--- config.mk ---
export PLATFORM = sky130hd
export DESIGN_NAME = casefold_packer
export DESIGN_NICKNAME = d
export VERILOG_FILES = /design/src/rtl/casefold_pkg.sv /design/src/rtl/ascii_fold.sv /design/src/rtl/casefold_packer.sv
export SDC_FILE = /design/constraint.sdc
export NUM_CORES = 1
export LEC_CHECK = 0
export CORE_MARGIN = 5
export CORE_UTILIZATION = 25
export DETAILED_ROUTE_END_ITERATION = 6
export HOLD_SLACK_MARGIN = 0.08
export PLACE_DENSITY = 0.48
export REMOVE_ABC_BUFFERS = 1
export SYNTH_ARGS = -nofsm -noshare
export SYNTH_HDL_FRONTEND = slang
export SYNTH_HIERARCHICAL = 1
export SYNTH_SLANG_ARGS = --single-unit
export TNS_END_PERCENT = 50
--- constraint.sdc ---
create_clock -name clk -period 1.7 [get_ports clk]
set_input_delay 0.255 -clock clk [delete_from_list [all_inputs] [get_ports clk]]
set_output_delay 0.255 -clock clk [all_outputs]
set_load 0.03 [all_outputs]
--- src/rtl/casefold_pkg.sv ---
// ---------------------------------------------------------------------------
// casefold_pkg
// Shared definitions for the case-folding front-end and the case-restore
// stage that runs after the decryptor.
//   - state_e      : packer FSM states (FILL, PAD, DONE)
//   - ASCII_*      : letter range boundaries
//   - CASE_OFFSET  : distance between a lowercase letter and its uppercase form
//   - DEFAULT_PAD  : default fill byte for short frames ("X")
//   - is_lower / is_alpha / to_upper : per-byte helpers
// ---------------------------------------------------------------------------
package casefold_pkg;

    typedef enum logic [1:0] {
        FILL = 2'd0,
        PAD  = 2'd1,
        DONE = 2'd2
    } state_e;

    localparam logic [7:0] ASCII_LOWER_A = 8'h61;
    localparam logic [7:0] ASCII_LOWER_Z = 8'h7A;
    localparam logic [7:0] ASCII_UPPER_A = 8'h41;
    localparam logic [7:0] ASCII_UPPER_Z = 8'h5A;
    localparam logic [7:0] CASE_OFFSET   = 8'd32;
    localparam logic [7:0] DEFAULT_PAD   = 8'h58;

    // True for 'a'..'z'
    function automatic logic is_lower(input logic [7:0] b);
        return (b >= ASCII_LOWER_A) && (b <= ASCII_LOWER_Z);
    endfunction

    // True for 'A'..'Z' or 'a'..'z'
    function automatic logic is_alpha(input logic [7:0] b);
        return is_lower(b) || ((b >= ASCII_UPPER_A) && (b <= ASCII_UPPER_Z));
    endfunction

    // Folds lowercase letters to uppercase, everything else passes through
    function automatic logic [7:0] to_upper(input logic [7:0] b);
        return is_lower(b) ? (b - CASE_OFFSET) : b;
    endfunction

endpackage

--- src/rtl/ascii_fold.sv ---
// ---------------------------------------------------------------------------
// ascii_fold
// Combinational per-byte case fold.
// Ports:
//   byte_i     : input ASCII byte
//   folded_o   : byte with 'a'..'z' mapped to 'A'..'Z'
//   is_lower_o : byte_i was a lowercase letter (i.e. it was folded)
//   is_alpha_o : byte_i was a letter of either case
// ---------------------------------------------------------------------------
module ascii_fold
    import casefold_pkg::*;
(
    input  logic [7:0] byte_i,
    output logic [7:0] folded_o,
    output logic       is_lower_o,
    output logic       is_alpha_o
);

    assign folded_o   = to_upper(byte_i);
    assign is_lower_o = is_lower(byte_i);
    assign is_alpha_o = is_alpha(byte_i);

endmodule

--- src/rtl/casefold_packer.sv ---
// ---------------------------------------------------------------------------
// casefold_packer
// Accepts plaintext one byte per cycle, folds lowercase to uppercase, and
// packs the folded bytes into MSG_LEN-byte frames together with a case map
// so the downstream case-restore stage can undo the folding. Short messages
// are padded with PAD_CHAR.
//
// Optional feature macro: NONALPHA_ERR_EN
//   defined   -> frame_err flags (sticky per frame) any accepted non-letter
//   undefined -> frame_err is tied to 0
//
// Ports:
//   clk, rst     : clock, synchronous active-high reset
//   in_data      : plaintext byte
//   in_valid     : in_data valid
//   in_last      : last byte of message (qualified by in_valid)
//   in_ready     : block accepts a byte this cycle
//   frame_data   : packed frame, byte i at [8i+7:8i]
//   case_map     : bit i set when byte i was folded from lowercase
//   frame_len    : number of real (non-pad) bytes
//   frame_err    : frame contained a non-letter byte
//   frame_valid  : frame outputs are valid and stable
//   frame_ready  : consumer takes the frame
// ---------------------------------------------------------------------------
module casefold_packer
    import casefold_pkg::*;
#(
    parameter int         MSG_LEN  = 6,
    parameter logic [7:0] PAD_CHAR = DEFAULT_PAD
)(
    input  logic                         clk,
    input  logic                         rst,
    input  logic [7:0]                   in_data,
    input  logic                         in_valid,
    input  logic                         in_last,
    output logic                         in_ready,
    output logic [MSG_LEN*8-1:0]         frame_data,
    output logic [MSG_LEN-1:0]           case_map,
    output logic [$clog2(MSG_LEN+1)-1:0] frame_len,
    output logic                         frame_err,
    output logic                         frame_valid,
    input  logic                         frame_ready
);

    localparam int CNT_W = $clog2(MSG_LEN);
    localparam int LEN_W = $clog2(MSG_LEN+1);
    localparam logic [CNT_W-1:0] LAST_IDX = CNT_W'(MSG_LEN - 1);

    state_e               state_q, state_d;
    logic [CNT_W-1:0]     cnt_q, cnt_d;
    logic [MSG_LEN*8-1:0] frameData_q, frameData_d;
    logic [MSG_LEN-1:0]   caseMap_q, caseMap_d;
    logic [LEN_W-1:0]     frameLen_q, frameLen_d;

    logic [7:0] foldByte;
    logic       foldIsLower;
    logic       transfer;

`ifdef NONALPHA_ERR_EN
    logic foldIsAlpha;
    logic frameErr_q, frameErr_d;
`else
    logic unusedIsAlpha;
`endif

    ascii_fold u_fold (
        .byte_i     (in_data),
        .folded_o   (foldByte),
        .is_lower_o (foldIsLower),
`ifdef NONALPHA_ERR_EN
        .is_alpha_o (foldIsAlpha)
`else
        .is_alpha_o (unusedIsAlpha)
`endif
    );

    // in_ready is held low during reset so no byte is taken while the
    // frame is being discarded
    assign in_ready = (state_q == FILL) && !rst;
    assign transfer = in_valid && in_ready;

    // Next-state and datapath update. Bytes are steered into the frame by a
    // compare against cnt_q so every slot is a plain register enable.
    always_comb begin
        state_d     = state_q;
        cnt_d       = cnt_q;
        frameData_d = frameData_q;
        caseMap_d   = caseMap_q;
        frameLen_d  = frameLen_q;
`ifdef NONALPHA_ERR_EN
        frameErr_d  = frameErr_q;
`endif
        case (state_q)
            FILL: begin
                if (transfer) begin
                    for (int i = 0; i < MSG_LEN; i++) begin
                        if (cnt_q == CNT_W'(i)) begin
                            frameData_d[i*8 +: 8] = foldByte;
                            caseMap_d[i]          = foldIsLower;
                        end
                    end
`ifdef NONALPHA_ERR_EN
                    frameErr_d = frameErr_q || !foldIsAlpha;
`endif
                    if (cnt_q == LAST_IDX) begin
                        // A full frame ignores in_last; no padding needed
                        state_d    = DONE;
                        frameLen_d = LEN_W'(cnt_q) + LEN_W'(1);
                    end else if (in_last) begin
                        state_d    = PAD;
                        frameLen_d = LEN_W'(cnt_q) + LEN_W'(1);
                        cnt_d      = cnt_q + CNT_W'(1);
                    end else begin
                        cnt_d = cnt_q + CNT_W'(1);
                    end
                end
            end
            PAD: begin
                for (int i = 0; i < MSG_LEN; i++) begin
                    if (cnt_q == CNT_W'(i)) begin
                        frameData_d[i*8 +: 8] = PAD_CHAR;
                        caseMap_d[i]          = 1'b0;
                    end
                end
                if (cnt_q == LAST_IDX) begin
                    state_d = DONE;
                end else begin
                    cnt_d = cnt_q + CNT_W'(1);
                end
            end
            DONE: begin
                // frame_data is left as-is; refill overwrites every slot
                if (frame_ready) begin
                    state_d   = FILL;
                    cnt_d     = '0;
                    caseMap_d = '0;
`ifdef NONALPHA_ERR_EN
                    frameErr_d = 1'b0;
`endif
                end
            end
            default: begin
                state_d = FILL;
                cnt_d   = '0;
            end
        endcase
    end

    // State and frame registers; reset discards any partial frame
    always_ff @(posedge clk) begin
        if (rst) begin
            state_q     <= FILL;
            cnt_q       <= '0;
            frameData_q <= '0;
            caseMap_q   <= '0;
            frameLen_q  <= '0;
`ifdef NONALPHA_ERR_EN
            frameErr_q  <= 1'b0;
`endif
        end else begin
            state_q     <= state_d;
            cnt_q       <= cnt_d;
            frameData_q <= frameData_d;
            caseMap_q   <= caseMap_d;
            frameLen_q  <= frameLen_d;
`ifdef NONALPHA_ERR_EN
            frameErr_q  <= frameErr_d;
`endif
        end
    end

    assign frame_valid = (state_q == DONE);
    assign frame_data  = frameData_q;
    assign case_map    = caseMap_q;
    assign frame_len   = frameLen_q;
`ifdef NONALPHA_ERR_EN
    assign frame_err   = frameErr_q;
`else
    assign frame_err   = 1'b0;
`endif

endmodule
==> results.json, run 1 <==
{
  "drtAntennaViolNets": 0,
  "layout.cells.non_filler": 538,
  "power.density_cell_area_nw_per_um2": 1180,
  "grt_overflow": 0,
  "clock-root-buffer": "clkbuf_8",
  "vias_in_the_first_global_route": 2402,
  "critical_path.max_fanout": 7,
  "avgViaCountPerCell": 4.30,
  "leakage_uw": 0.00161,
  "worst-setup-path-type": "flip-flop to flip-flop",
  "cts.reportedPaths.clkPinSlew_ns": 0.07,
  "timing.final.crit_share_pct": 97.8,
  "synth_area_per_cell_sq_um": 9.56,
  "layout_cell_share_with_drive_strength_beyond_1_pct": 24.6,
  "final_period_minus_worst_setup_slack_ns": 1.66,
  "maxSlewViolCount": 0,
  "critical_path.startpoint_type": "flip-flop",
  "worst_setup_end_kind": "flip-flop",
  "drt-pass1-iter-count": 4,
  "clk_latency_ns": 0.34,
  "dieHeight_um": 115,
  "place.detailed.instances": 520,
  "timing.hold.worst.class": "input port to flip-flop",
  "dr_vias": 2312,
  "top_level_ports": 73,
  "postSynthCellCount": 290,
  "power.total_uw": 5010,
  "run_status": "finished, final reports clean",
  "cts_inserted_buffers": 9,
  "diodes": 0,
  "grt_max_degree": 37,
  "rsz0062_at_grt": "true",
  "fmaxAchievable_mhz": 601,
  "drt_iter0_markers": 109,
  "timing.critical_path.required_ns": 1.91,
  "tritoncts": "done",
  "peakVddDrop_uv": 554,
  "nets": 417,
  "area_growth_pct": 53.3,
  "maximum_root_to_sink_buffer_count": 2,
  "design.die.area_sq_um": 13300,
  "place_congestion": 0.760,
  "fin_clk_skew_ns": 0.0110,
  "route.detailed.drc": 0,
  "final-setup-viol-count": 0,
  "synth_warnings": 6,
  "globalRouteTotalUtil_pct": 12.2,
  "antenna_found_initial": 0,
  "die-width_um": 115,
  "start_util_pct": 25.6,
  "cts_stage_hold_buffer_count": 0,
  "wire_length_of_the_first_global_routing_pass_um": 12600,
  "port-buffer-count": 71,
  "final_hold_viol_count": 0,
  "cp.arrival_ns": 1.87,
  "core-area_sq_um": 10800,
  "num_rows": 38,
  "max-cap-violations": 0,
  "htreeDepth": 3,
  "dp_hpwl_um": 5770,
  "drt-total-wl_um": 7880,
  "clock_sinks": 62,
  "syn_std_cell_area_sq_um": 2770,
  "fillerInstances": 1122,
  "route.detailed.wl_per_inst_um": 14.6
}
[area by class of cell]
cell class              instances  area (sq um)  share of cell area (%)
inverters                      10          37.5                   0.883
clock buffers                  10           138                    3.24
multi-input cells             197          1510                    35.4
flip-flops and latches         62          1240                    29.3
clock inverters                 6          68.8                    1.62
repair buffers                113          1080                    25.4
well taps                     140           175                    4.12
[cells in the final DEF (no fill, tap or decap), types with 2 or more instances in the layout]
cell type	count
nor2_1	62
clkdlybuf4s50_1	61
dfxtp_1	59
mux2i_1	38
buf_4	33
a211oi_1	17
nand2_1	11
clkbuf_8	10
ha_1	9
buf_6	9
inv_1	7
nor2b_1	6
a21oi_4	5
a21oi_1	5
nand2b_1	4
dlymetal6s2s_1	4
inv_2	3
nor3_1	3
a21boi_2	3
dfxtp_2	3
dlygate4sd2_1	3
nand2b_4	2
nor2b_4	2
o21ai_0	2
a211oi_2	2
inv_6	2
buf_12	2
[worst paths after layout]
check	start	end	slack, ns	cells after the start
min	rst	state_q[0]	0.18	2
max	state_q[1]	frame_data[13]	0.04	8
min reg2reg	case_map[4]	case_map[4]	0.46	2
max reg2reg	state_q[1]	frame_data[13]	0.04	8
[stage by stage]
step / hold slack, ns / TNS [ns] / instance area, sq um / util (%) / worst slack (ns)
CTS: 0.169 / -0.0353 / 4100 / 37.8 / -0.0147
floorplan: 0.324 / -6.44 / 2640 / - / -0.149
global route: 0.181 / -1.09 / 4250 / 39.2 / -0.0707
global placement: 0.458 / -11.27 / 3840 / 35.5 / -0.498
finish: 0.183 / 0 / 4250 / 39.2 / 0.0374
detailed placement: 0.458 / -12.19 / 3840 / 35.5 / -0.557
[state kept, by name (all words and copies together), names as in the netlist]
register / cells
state_q: 2
cnt_q: 3
case_map: 6
frame_len: 3
frame_data: 48
[report_power, final]
| part | switching (uW) | internal, uW | total [uW] |
|---|---|---|---|
| sequential | 91.7 | 1590 | 1680 |
| clock | 622 | 727 | 1350 |
| combinational | 1070 | 910 | 1980 |
| total | 1780 | 3230 | 5010 |
[per-layer routing]
metal	wire length (um)	track usage (%)
met5	0	0
met4	86	5.01
met3	406	3.26
met2	3700	18.7
met1	3690	16.2
[timing repair]
action | 4_1_cts | 5_1_grt
endpoints found under the hold margin | 0 | 0
setup endpoints to repair | 22 | 61
setup buffers | 0 | 2
gates resized for setup | 17 | 37
pin swaps | 5 | 9
[critical path, stage by stage (launching register included)]
cell      delay (ns)
dfxtp_2         0.33
inv_2           0.08
ha_4            0.15
buf_6           0.13
nand3b_4        0.20
a21oi_4         0.22
buf_6           0.16
mux2i_2         0.21
nor2_1          0.05
(Power assumes the default switching activity.)
==> run 2, diff against run 1 <==
CORE_UTILIZATION = 44   (was 25)
PLACE_DENSITY = 0.76   (was 0.48)
==> run 2 against run 1 <==
Against the previous run: final cell count is 13% lower; die area shrank 40%; via count increased by 5.0%; critical path depth stayed put; first-iteration DRC count grew 5.5%; clock power barely moved; highest routed layer unchanged.
==> results.json, run 2 (same netlist as run 1, synthesis figures left out) <==
{
  "run_status": "finished, final reports clean",
  "start_util_pct": 44.4,
  "port-buffer-count": 71,
  "diodes": 0,
  "worst-r2r-cell-count": 8,
  "power.density_cell_area_nw_per_um2": 1200,
  "cts.reportedPaths.clkPinSlew_ns": 0.07,
  "layout_cell_share_with_drive_strength_beyond_1_pct": 23.2,
  "tritoncts": "done",
  "leakage_uw": 0.00152,
  "final_common_cell": "clkdlybuf4s50_1",
  "num_rows": 29,
  "route.detailed.drc": 0,
  "critical-path-top-delay-family": "buffers and inverters",
  "drtAntennaViolNets": 0,
  "sequential_cell_area_in_the_final_layout_sq_um": 1240,
  "worst-path-stages": 8,
  "drt-pass1-iter-count": 5,
  "buffers_and_inverters_on_the_worst_path": 3,
  "clock_sinks": 62,
  "dr_vias": 2427,
  "r2r-start": "state_q[1]",
  "multi_input_area_sq_um": 1480,
  "max_slew_margin_pct": 61.0,
  "antenna_found_initial": 0,
  "crit_path_cell_trace": "inv_2 > ha_4 > buf_6 > nand3b_4 > a21boi_4 > buf_6 > mux2i_1 > nor2_1",
  "worst-setup-path-type": "flip-flop to flip-flop",
  "critPathMostFrequentCell": "buf_6",
  "fmaxAchievable_mhz": 598,
  "fillerInstances": 482,
  "clock-root-buffer": "clkbuf_8",
  "drt_iter0_markers": 115,
  "cts_stage_hold_buffer_count": 0,
  "crit_path_start": "state_q[1]",
  "worst_setup_end_kind": "flip-flop",
  "top_level_ports": 73,
  "rsz0062_at_grt": "true",
  "worst_pin_slew_ns": 0.586,
  "maximum_root_to_sink_buffer_count": 2,
  "design.die.area_sq_um": 7990,
  "dieHeight_um": 89.4,
  "dp_hpwl_um": 5060,
  "clk_latency_ns": 0.33,
  "final_period_minus_worst_setup_slack_ns": 1.67,
  "crit_path_top_delay_cell": "dfxtp_2",
  "whs_ns": 0.426,
  "globalRouteTotalUtil_pct": 18.4,
  "cp.arrival_ns": 1.87,
  "nets": 413,
  "grt_overflow": 0,
  "crit_reg_reg_endpoint": "frame_data[29]",
  "grt_max_degree": 57,
  "wire_length_of_the_first_global_routing_pass_um": 11100,
  "max-cap-violations": 0,
  "maxSlewViolCount": 0,
  "drt-total-wl_um": 7190,
  "timing.hold.worst.class": "input port to flip-flop",
  "final-setup-viol-count": 0,
  "power.total_uw": 4920,
  "peakVddDrop_uv": 671,
  "final_hold_viol_count": 0,
  "largest_register_ffs": 48,
  "htreeDepth": 3,
  "fin_clk_skew_ns": 0.00523,
  "critical_path.max_fanout": 7,
  "avgViaCountPerCell": 5.16,
  "cpPeakStageDelay_ns": 0.33,
  "place_congestion": 0.832,
  "timing.critical_path.required_ns": 1.89,
  "reg_to_reg_setup_timing_slack_ns": 0.03,
  "route.detailed.wl_per_inst_um": 15.3,
  "vias_in_the_first_global_route": 2354,
  "die-width_um": 89.4,
  "area_growth_pct": 47.3,
  "timing.final.crit_share_pct": 98.4,
  "final_cell_mix": "64 x clkdlybuf4s50_1, 61 x nor2_1, 60 x dfxtp_1",
  "critical_path.startpoint_type": "flip-flop",
  "cts_inserted_buffers": 9,
  "worstSetupEndpoint": "frame_data[29]",
  "core-area_sq_um": 6240
}
-- run 2: changes by cell type in the layout (fill, tap and decap cells not counted), moves of 2 or more --
cell,change
clkdlybuf4s50_1,+3
inv_6,-2
buf_4,-2
a21oi_2,+2
a21oi_4,-2
dlymetal6s2s_1,-4
clkbuf_8,+2
-- run 2: cell type report --
| cell class | count | area share, % |
|---|---|---|
| clock inverters | 3 | 1.04 |
| repair buffers | 109 | 25.1 |
| flip-flops and latches | 62 | 30.4 |
| clock buffers | 12 | 4.04 |
| well taps | 77 | 2.36 |
| multi-input cells | 197 | 36.1 |
| inverters | 10 | 0.919 |
-- run 2: worst min path at each step --
stage	start	to	slack, ns	cells after the start
3_5_place_dp	case_map[2]	case_map[2]	0.46	2
2_1_floorplan	rst	cnt_q[1]	0.32	1
5_1_grt	rst	case_map[2]	0.46	4
3_3_place_gp	case_map[2]	case_map[2]	0.45	2
6_report	rst	case_map[2]	0.43	4
4_1_cts	rst	case_map[2]	0.40	4
-- run 2: routing by layer --
metal | track usage (%) | wire length (um) | up-vias
met5 | 0 | 0 | -
met4 | 9.20 | 174 | 0
met3 | 3.78 | 455 | 18
met2 | 29.5 | 3360 | 81
met1 | 23.3 | 3200 | 1146
li1 | - | - | 1182
-- run 2: tightest hold or removal path, stage by stage --
cell and delay (ns):
buf_2 0.14, inv_1 0.15, nand2_1 0.10, mux2i_1 0.05
-- run 2: through the flow --
stage | worst slack, ns | instance area (sq um) | TNS, ns | cells | util [%]
floorplan | -0.149 | 2640 | -6.44 | 269 | -
global placement | -0.417 | 3730 | -9.23 | 454 | 59.8
detailed placement | -0.497 | 3730 | -10.95 | 454 | 59.8
CTS | 0.00194 | 3970 | 0 | 469 | 63.6
global route | -0.0644 | 4090 | -0.900 | 470 | 65.5
finish | 0.0275 | 4090 | 0 | 470 | 65.5
-- run 2: where the power goes --
group	leakage [uW]	internal, uW	switching (uW)
Sequential	0.000502	1590	89.5
Combinational	0.000912	864	1040
Clock	0.000104	786	547
Total	0.00152	3240	1680
-- run 2: what timing repair did --
action	CTS	global route
hold endpoints to repair	0	0
resized for setup	16	29
setup buffers	0	1
pin swaps	3	6
endpoints found under the setup margin	49	49
==> run 3, diff against run 2 <==
MAX_ROUTING_LAYER = met4   (was unset)
==> run 3 against run 2 <==
Against the previous run: sequential share of layout area unchanged; register-to-register slack about the same; clock power about the same; total power about the same; global-route usage increased by 0.54 points; non-clock buffer count unchanged; sequential cell count unchanged; count of clock-buffer cells in the layout unchanged; critical endpoint unchanged; largest power group unchanged.
==> results.json, run 3 (same netlist as run 1, synthesis figures left out) <==
{
  "drtAntennaViolNets": 0,
  "final_hold_viol_count": 0,
  "maxSlewViolCount": 0,
  "hold_depth": 4,
  "worst_pin_slew_ns": 0.574,
  "place_ws_ns": -0.497,
  "power_switching_uw": 1680,
  "clock-root-buffer": "clkbuf_8",
  "worst-setup-path-type": "flip-flop to flip-flop",
  "detailed_place.area_sq_um": 3730,
  "dieHeight_um": 89.4,
  "dr_vias": 2409,
  "route.detailed.wl_per_inst_um": 15.3,
  "peakVddDrop_uv": 672,
  "whs_ns": 0.428,
  "worst-r2r-cell-count": 8,
  "crit_path_start": "state_q[1]",
  "cpPeakStageDelay_ns": 0.33,
  "run_status": "finished, final reports clean",
  "diodes": 0,
  "cts_stage_hold_buffer_count": 0,
  "clkPwrFrac_pct": 27.1,
  "globalRouteTotalUtil_pct": 18.9,
  "place.detailed.instances": 454,
  "avgViaCountPerCell": 5.13,
  "max_slew_margin_pct": 61.7,
  "layout.cell_area.non_filler_sq_um": 4090,
  "drt-total-wl_um": 7210,
  "largest_register_ffs": 48,
  "r2r-start": "state_q[1]",
  "drt_iter0_markers": 115,
  "final_common_cell": "clkdlybuf4s50_1",
  "design.die.area_sq_um": 7990,
  "power.density_cell_area_nw_per_um2": 1200,
  "rsz0062_at_grt": "true",
  "vias_in_the_first_global_route": 2355,
  "crit_path_top_delay_cell": "dfxtp_2",
  "clock_sinks": 62,
  "worst-path-stages": 8,
  "critical_path.startpoint_type": "flip-flop",
  "htreeDepth": 3,
  "num_rows": 29,
  "maximum_root_to_sink_buffer_count": 2,
  "fin_clk_skew_ns": 0.00431,
  "top_level_ports": 73,
  "grt_max_degree": 57,
  "timing.critical_path.required_ns": 1.89,
  "min-delay-start": "rst",
  "final_cell_mix": "64 x clkdlybuf4s50_1, 61 x nor2_1, 60 x dfxtp_1",
  "cts.reportedPaths.clkPinSlew_ns": 0.07,
  "timing.final.crit_share_pct": 98.5,
  "tritoncts": "done",
  "share_comb_of_total_power_pct": 38.8,
  "final_period_minus_worst_setup_slack_ns": 1.67,
  "layout_cell_share_with_drive_strength_beyond_1_pct": 23.2,
  "dp_hpwl_um": 5060,
  "start_util_pct": 44.4,
  "nets": 413,
  "leakage_uw": 0.00152,
  "timing.hold.worst.class": "input port to flip-flop",
  "clk_latency_ns": 0.33,
  "place_congestion": 0.844,
  "cellInternalPower_uw": 3240,
  "cp.arrival_ns": 1.87,
  "max-cap-violations": 0,
  "area_growth_pct": 47.3,
  "core-area_sq_um": 6240,
  "port-buffer-count": 71,
  "seq_power_share_pct": 34.2,
  "layout.cells.non_filler": 470,
  "critPathMostFrequentCell": "buf_6",
  "antenna_found_initial": 0,
  "critical_path.max_fanout": 7,
  "wire_length_of_the_first_global_routing_pass_um": 11100,
  "grt_overflow": 0,
  "fillerInstances": 482,
  "final-setup-viol-count": 0,
  "worst_setup_end_kind": "flip-flop",
  "power_switching_share_pct": 34.2,
  "critical-path-top-delay-family": "buffers and inverters",
  "die-width_um": 89.4,
  "setup_ws_ns": 0.0260,
  "fmaxAchievable_mhz": 597,
  "buffers_and_inverters_on_the_worst_path": 3,
  "crit_path_cell_trace": "inv_2 > ha_4 > buf_6 > nand3b_4 > a21boi_4 > buf_6 > mux2i_1 > nor2_1",
  "drt-pass1-iter-count": 4,
  "cts_inserted_buffers": 9,
  "route.detailed.drc": 0
}
-- run 3: cell counts in the layout (fill, tap and decap cells not counted) --
Identical to the previous run, type by type.
-- run 3: path summary, 6_finish.rpt --
kind / endpoint / slack [ns]
setup / recovery: frame_data[29] / 0.03
hold / removal: case_map[2] / 0.43
setup reg to reg: frame_data[29] / 0.03
hold reg to reg: case_map[2] / 0.47
-- run 3: layer usage --
| layer | up-vias | global-route usage [%] | routed length (um) |
|---|---|---|---|
| met3 | 16 | 3.32 | 410 |
| met1 | 1133 | 23.4 | 3240 |
| met2 | 79 | 29.7 | 3410 |
| met5 | - | - | 0 |
| met4 | 0 | 9.20 | 148 |
| li1 | 1181 | - | - |
-- run 3: what timing repair did --
item,4_1_cts,5_1_grt
buffers inserted,0,1
resized for setup,16,29
pin swaps,3,6
endpoints found under the setup margin,49,49
gates cloned,0,0
-- run 3: per-stage QoR --
step	util, %	setup TNS (ns)	total power (uW)
4_1_cts	63.6	0	4770
6_report	65.5	0	4920
5_1_grt	65.5	-0.845	5170
3_3_place_gp	59.8	-9.23	3370
2_1_floorplan	-	-6.44	2690
3_5_place_dp	59.8	-10.95	3400
-- run 3: worst register-to-register path, cell delays in order, from the launching register on --
cell	delay [ns]
dfxtp_2	0.33
inv_2	0.09
ha_4	0.18
buf_6	0.11
nand3b_4	0.18
a21boi_4	0.24
buf_6	0.15
mux2i_1	0.20
nor2_1	0.07
-- run 3: layout make-up --
cell class | instances | area, sq um | area share, %
repair buffers | 109 | 1020 | 25.1
inverters | 10 | 37.5 | 0.919
multi-input cells | 197 | 1480 | 36.1
clock inverters | 3 | 42.5 | 1.04
well taps | 77 | 96.3 | 2.36
flip-flops and latches | 62 | 1240 | 30.4
clock buffers | 12 | 165 | 4.04
-- run 3: power groups by stage --
stage,Sequential [uW],Combinational (uW),Clock (uW)
floorplan,1890,802,0
global placement,1700,1670,0
detailed placement,1700,1700,0
CTS,1670,1750,1350
global route,1700,2060,1420
finish,1680,1910,1330
